--- src/rtl/store_unit.sv ---
// -----------------------------------------------------------------------------
// store_unit
// Memory-stage store path. Takes store requests from execute and turns the
// byte address, rs2 data and funct3 into a word-aligned write word plus byte
// enables. It decodes the target region (DMEM, IMEM, both, IO or unmapped) and
// drains stores in program order through a small FIFO. DMEM/IMEM writes take
// one cycle. IO writes use a valid/ready handshake, so a slow IO sink stalls
// only this buffer and not the pipeline.
//
// Optional feature macro: STORE_BYPASS_EN
//   When defined, a legal DMEM/IMEM store that arrives while the buffer is
//   empty is written in the same cycle and is not enqueued.
//   When undefined (default), every store goes through the buffer.
//
// Parameters
//   DEPTH   store buffer entries (power of two, 2..16)
//   MEM_AW  word-address width of DMEM/IMEM
//
// Ports
//   clk, rst_n          clock, synchronous active-low reset
//   in_valid/in_ready   store request handshake (in_ready == !full)
//   in_addr/in_data     byte address and unaligned rs2 data
//   in_funct3           0=SB, 1=SH, 2=SW, others rejected
//   dmem_we/imem_we     byte write enables of DMEM/IMEM
//   mem_addr/mem_wdata  shared word address / aligned write data
//   io_valid/io_ready   IO write handshake
//   io_addr/io_wstrb    IO word-aligned byte address and byte enables
//   empty               no stores buffered
//   misalign_err        one-cycle pulse for each rejected store
// -----------------------------------------------------------------------------
module store_unit #(
    parameter int DEPTH  = 4,
    parameter int MEM_AW = 14
) (
    input  logic              clk,
    input  logic              rst_n,
    input  logic              in_valid,
    output logic              in_ready,
    input  logic [31:0]       in_addr,
    input  logic [31:0]       in_data,
    input  logic [2:0]        in_funct3,
    output logic [3:0]        dmem_we,
    output logic [3:0]        imem_we,
    output logic [MEM_AW-1:0] mem_addr,
    output logic [31:0]       mem_wdata,
    output logic              io_valid,
    input  logic              io_ready,
    output logic [31:0]       io_addr,
    output logic [3:0]        io_wstrb,
    output logic              empty,
    output logic              misalign_err
);

    localparam int PW = $clog2(DEPTH);
    localparam logic [PW-1:0] PTR_ONE  = PW'(1);
    localparam logic [PW:0]   CNT_ONE  = (PW+1)'(1);
    localparam logic [PW:0]   CNT_FULL = (PW+1)'(DEPTH);

    typedef enum logic [2:0] {
        RGN_NONE,
        RGN_DMEM,
        RGN_IMEM,
        RGN_BOTH,
        RGN_IO
    } region_t;

    typedef struct packed {
        logic [MEM_AW-1:0] waddr;
        logic [31:0]       addr;
        region_t           region;
        logic [31:0]       data;
        logic [3:0]        wstrb;
    } entry_t;

    entry_t            fifo [DEPTH];
    logic [PW-1:0]     wr_ptr;
    logic [PW-1:0]     rd_ptr;
    logic [PW:0]       count;

    entry_t            new_entry;
    entry_t            head;
    logic              illegal;
    logic              accept;
    logic              push;
    logic              pop;
    logic              bypass;
    logic              full;

    assign full     = (count == CNT_FULL);
    assign empty    = (count == '0);
    // in_ready comes only from the occupancy register, never from io_ready.
    assign in_ready = !full;
    assign accept   = in_valid && in_ready;
    assign head     = fifo[rd_ptr];

    // Request decode: region, lane steering and legality.
    // NOTE: every signal driven here gets a default first, so no latch is inferred.
    always_comb begin
        new_entry       = '0;
        illegal         = 1'b0;
        new_entry.waddr = in_addr[MEM_AW+1:2];
        new_entry.addr  = {in_addr[31:2], 2'b00};

        case (in_addr[31:28])
            4'h1:    new_entry.region = RGN_DMEM;
            4'h2:    new_entry.region = RGN_IMEM;
            4'h3:    new_entry.region = RGN_BOTH;
            4'h8:    new_entry.region = RGN_IO;
            default: new_entry.region = RGN_NONE;
        endcase

        case (in_funct3)
            3'd0: begin
                new_entry.wstrb = 4'b0001 << in_addr[1:0];
                new_entry.data  = {4{in_data[7:0]}};
            end
            3'd1: begin
                new_entry.wstrb = 4'b0011 << in_addr[1:0];
                new_entry.data  = {2{in_data[15:0]}};
                illegal         = in_addr[0];
            end
            3'd2: begin
                new_entry.wstrb = 4'b1111;
                new_entry.data  = in_data;
                illegal         = (in_addr[1:0] != 2'b00);
            end
            default: illegal = 1'b1;
        endcase
    end

`ifdef STORE_BYPASS_EN
    // Only an empty buffer may be bypassed, which keeps program order intact.
    assign bypass = accept && !illegal && empty &&
                    (new_entry.region == RGN_DMEM || new_entry.region == RGN_IMEM ||
                     new_entry.region == RGN_BOTH);
`else
    assign bypass = 1'b0;
`endif

    assign push = accept && !illegal && !bypass;

    // Drain logic: combinational from the head entry. An IO head holds the
    // FIFO until io_ready, which also keeps the IO outputs stable.
    always_comb begin
        dmem_we   = '0;
        imem_we   = '0;
        mem_addr  = '0;
        mem_wdata = '0;
        io_valid  = 1'b0;
        io_addr   = '0;
        io_wstrb  = '0;
        pop       = 1'b0;

        if (!empty) begin
            mem_addr  = head.waddr;
            mem_wdata = head.data;
            case (head.region)
                RGN_DMEM: dmem_we = head.wstrb;
                RGN_IMEM: imem_we = head.wstrb;
                RGN_BOTH: begin
                    dmem_we = head.wstrb;
                    imem_we = head.wstrb;
                end
                RGN_IO: begin
                    io_valid = 1'b1;
                    io_addr  = head.addr;
                    io_wstrb = head.wstrb;
                end
                default: ;  // unmapped: popped with no write
            endcase
            pop = (head.region != RGN_IO) || io_ready;
        end else if (bypass) begin
            mem_addr  = new_entry.waddr;
            mem_wdata = new_entry.data;
            if (new_entry.region == RGN_DMEM || new_entry.region == RGN_BOTH)
                dmem_we = new_entry.wstrb;
            if (new_entry.region == RGN_IMEM || new_entry.region == RGN_BOTH)
                imem_we = new_entry.wstrb;
        end
    end

    // Control state: pointers, occupancy and the reject pulse.
    // NOTE: sequential state uses non-blocking assignments only.
    always_ff @(posedge clk) begin
        if (!rst_n) begin
            wr_ptr       <= '0;
            rd_ptr       <= '0;
            count        <= '0;
            misalign_err <= 1'b0;
        end else begin
            misalign_err <= accept && illegal;
            if (push)
                wr_ptr <= wr_ptr + PTR_ONE;
            if (pop)
                rd_ptr <= rd_ptr + PTR_ONE;
            case ({push, pop})
                2'b10:   count <= count + CNT_ONE;
                2'b01:   count <= count - CNT_ONE;
                default: count <= count;
            endcase
        end
    end

    // Entry storage.
    // NOTE: the storage array is deliberately not reset; entries are only
    // visible through the occupancy count, which is reset.
    always_ff @(posedge clk) begin
        if (push)
            fifo[wr_ptr] <= new_entry;
    end

endmodule

--- config.mk ---
export PLATFORM = sky130hd
export DESIGN_NAME = store_unit
export DESIGN_NICKNAME = d
export VERILOG_FILES = /design/src/rtl/store_unit.sv
export SDC_FILE = /design/constraint.sdc
export NUM_CORES = 1
export LEC_CHECK = 0
export CORE_MARGIN = 4
export CORE_UTILIZATION = 59
export CTS_CLUSTER_SIZE = 25
export DETAILED_ROUTE_END_ITERATION = 10
export HOLD_SLACK_MARGIN = 0.12
export PLACE_DENSITY = 0.86
export SLEW_MARGIN = 30
export SYNTH_ARGS = -nofsm -noshare
export SYNTH_HDL_FRONTEND = slang
export SYNTH_SLANG_ARGS = --single-unit
--- constraint.sdc ---
create_clock -name clk -period 8.3 [get_ports clk]
set_input_delay 1.66 -clock clk [delete_from_list [all_inputs] [get_ports clk]]
set_output_delay 1.66 -clock clk [all_outputs]
set_load 0.02 [all_outputs]
==> summary.txt <==
Timing
  • Slew Limit Fails: 0
  • Max-slew headroom: 39.1%
  • Setup TNS: 0 ns
  • Clock Skew: ~0.0087 ns
  • Measured slew at the worst slew-check pin: approximately 0.91 ns
  • RSZ-0062 raised after global routing: false
  • Final setup violation count: 0
  • Fin. Hold Viols: 0
  • Fin crit period: a little over 5 ns
  • Crit share post-route: between 60% and 70%
  • FMAX: between 150 and 200 MHz

Clock network
  • CTS clk-pin slew, worst paths: ~0.060 ns
  • Total number of H-tree levels: 1
  • Buffer count from post-CTS setup fixing: 0
  • Cts-stage hold buffer count: 0
  • Worst-Skew Late Latency: around 0.53 ns
  • Number of gates resized after CTS: 0
  • CTS buffer count: 28
  • Root buffer cell: clkbuf_16
  • Clock tree from TritonCTS: yes
  • Clock sink total: about 290
  • Clock Path Buffers: 3

Detailed routing
  • Via/cell ratio: slightly below 6
  • Routed Antenna Nets: 0
  • Routed wire length: approximately 25 mm
  • Pre-antenna DRT Iters: 5
  • Drt initial violations: between 500 and 600
  • Routed vias: between 6k and 7k
  • WL/cell: ~23 um
  • DRC: 0

Yosys
  • Flop and latch count out of synthesis: ~290
  • Cell Area, Synth: approximately 12,000 um^2
  • Yosys warns: 0
  • Syn avg cell area: about 18 um^2
  • Netlist cell types: 37
  • Post-Synthesis Cells: ~630
  • Register area share after synthesis: ~72%

Setup path
  • CP Class: register to primary output
  • Crit path cell chain: buf_16 > mux4_2 > nor4b_4 > buf_4 > and2_1 > clkdlybuf4s50_1
  • CP Data Required Time: about 6.6 ns
  • CP Max Fanout: 41
  • CP Launch Type: register
  • Worst setup EP type: primary output
  • CP peak stage delay: around 0.66 ns
  • Worst EP arrival: 3.41 ns
  • Slowest stage cell on the critical path: dfxtp_4

Floorplanning
  • Vert. Die Dim: 149 um
  • CORE AREA: ~19,000 um^2
  • Initial Util: 60.2%
  • Cell row count: between 50 and 60
  • IO Count: 165
  • Die W: between 100 and 150 um
  • Die area: between 20,000 and 25,000 um^2

Status
  • Status: finished clean

Final layout
  • Final Non-Filler Cells: roughly 1.1k
  • Area growth from synthesis to layout: 24.6%
  • Fillers: between 1k and 1.5k
  • Ratio of cells with drive above 1 in the final layout: ~16%
  • Post-layout net count: about 880
  • Antenna cells: 0

Placement
  • Placed insts: 1,036
  • PortBufs: approximately 160
  • Final HPWL DP: ~15 mm
  • GPL Wtd Cong: just over 0.9

Global routing
  • Global-route wire length before repair: a little under 40 mm
  • Grt ovf: 0
  • Largest net degree at the start of global routing: 54
  • Initial antenna violation count: 0
  • GRT Util Overall: roughly 23%
  • Vias in the first global route: 6,861

Power
  • Power Density: 265 nW/um^2
  • Lkg Pwr: about 4.7 nW
  • VDD IR-drop max: 0.245 mV

Flow run
  • Max Cap Viol: 0

Min path
  • Hold Path Class: register to register
-- layout by cell type (no fill, tap or decap), types with 8 or more instances in the layout --
cell type	instances
a2bb2oi_1	16
mux4_2	69
nor2_1	35
clkbuf_1	10
and3_1	8
and2_1	43
clkdlybuf4s50_1	162
a21oi_1	33
nor2b_1	56
clkbuf_16	29
edfxtp_1	276
dfxtp_1	8
-- area by class of cell --
class / count / area [um^2] / area share, %
sequential: 286 / 8500 / 58.2
multi-input combinational: 304 / 3030 / 20.8
timing repair buffer: 173 / 1810 / 12.4
clock buffer: 40 / 777 / 5.33
tap: 265 / 332 / 2.27
clock inverter: 12 / 115 / 0.789
inverter: 8 / 30.0 / 0.206
-- per-layer routing --
layer	vias to the layer above	track usage (%)	share of wire [%]
li1	2828	-	-
met3	48	3.59	7.8
met1	3279	32.1	39
met5	-	0	0
met2	338	38.3	51
met4	0	5.90	2.2
-- state kept, by name, summed over array words and instances, names as in the netlist, named ones only --
register      count
rd_ptr            2
fifo            276
misalign_err      1
count             3
wr_ptr            2
-- final timing paths --
check | from | to | slack [ns] | cells past startpoint
hold / removal | count[2] | count[2] | 0.53 | 2
setup reg to reg | register | count[1] | 5.09 | 10
setup / recovery | register | io_addr[30] | 3.23 | 6
hold reg to reg | count[2] | count[2] | 0.53 | 2
-- through the flow --
step	setup WS, ns	hold slack, ns	power (W)	cell area (um^2)	utilization (%)
6_report	3.23	0.534	0.00387	14600	75.0
5_1_grt	3.06	0.556	0.00403	14600	75.0
4_1_cts	3.18	0.529	0.00390	14600	75.0
3_5_place_dp	3.74	0.520	0.00268	13700	70.4
3_3_place_gp	3.63	0.456	0.00265	13600	69.6
2_1_floorplan	3.85	0.459	0.00229	11700	-
-- cell families (layout without fill, tap and decap cells) --
group                    after synthesis  count (layout)  synth area share [%]
buffers and inverters                 45             233                  1.78
AO/OA/AOI/OAI                         60              60                  3.25
XOR/XNOR                               2               2                 0.150
adder cells (fa/ha/maj)                6               6                 0.705
AND/OR/NAND/NOR                      165             165                  8.31
multiplexers                          69              69                  13.3
other                                  1               2                0.0320
flip-flops                           286             286                  72.5
-- Yosys cell counts, drive strengths merged --
cell type	count	area (um^2)
and2	47	294
o21a	3	22.5
o22ai	1	6.26
a211oi	1	7.51
nor2b	57	357
nor4b	3	47.5
or3	3	18.8
nor3b	2	15.0
nor3	3	15.0
nand2	1	3.75
nand4	2	12.5
or3b	1	8.76
clkinv	1	3.75
ha	5	62.6
nand3b	1	7.51
mux4	69	1550
conb	1	3.75
clkbuf	23	86.3
o31ai	2	15.0
fa	1	20.0
xor2	2	17.5
nand2b	2	12.5
a21oi	33	165
inv	7	26.3
nor2	35	131
dfxtp	10	200
a2bb2oi	16	140
edfxtp	276	8290
buf	14	92.6
and3	8	50.1
o22a	1	8.76
o21ai	3	15.0
-- power by group --
group,switching (W),leakage (nW),internal [W]
clock network,0.000505,0.438,0.000714
logic,0.000501,1.65,0.000488
registers,0.0000449,2.61,0.00162
-- worst max-delay path, delay by kind of cell (launching register included) --
kind,cells,cell delay [ns]
buffers and inverters,3,1.28
flip-flops,1,0.66
multiplexers,1,0.44
AND/OR/NAND/NOR,2,0.48
No activity file was read; power rests on OpenSTA's default activity.
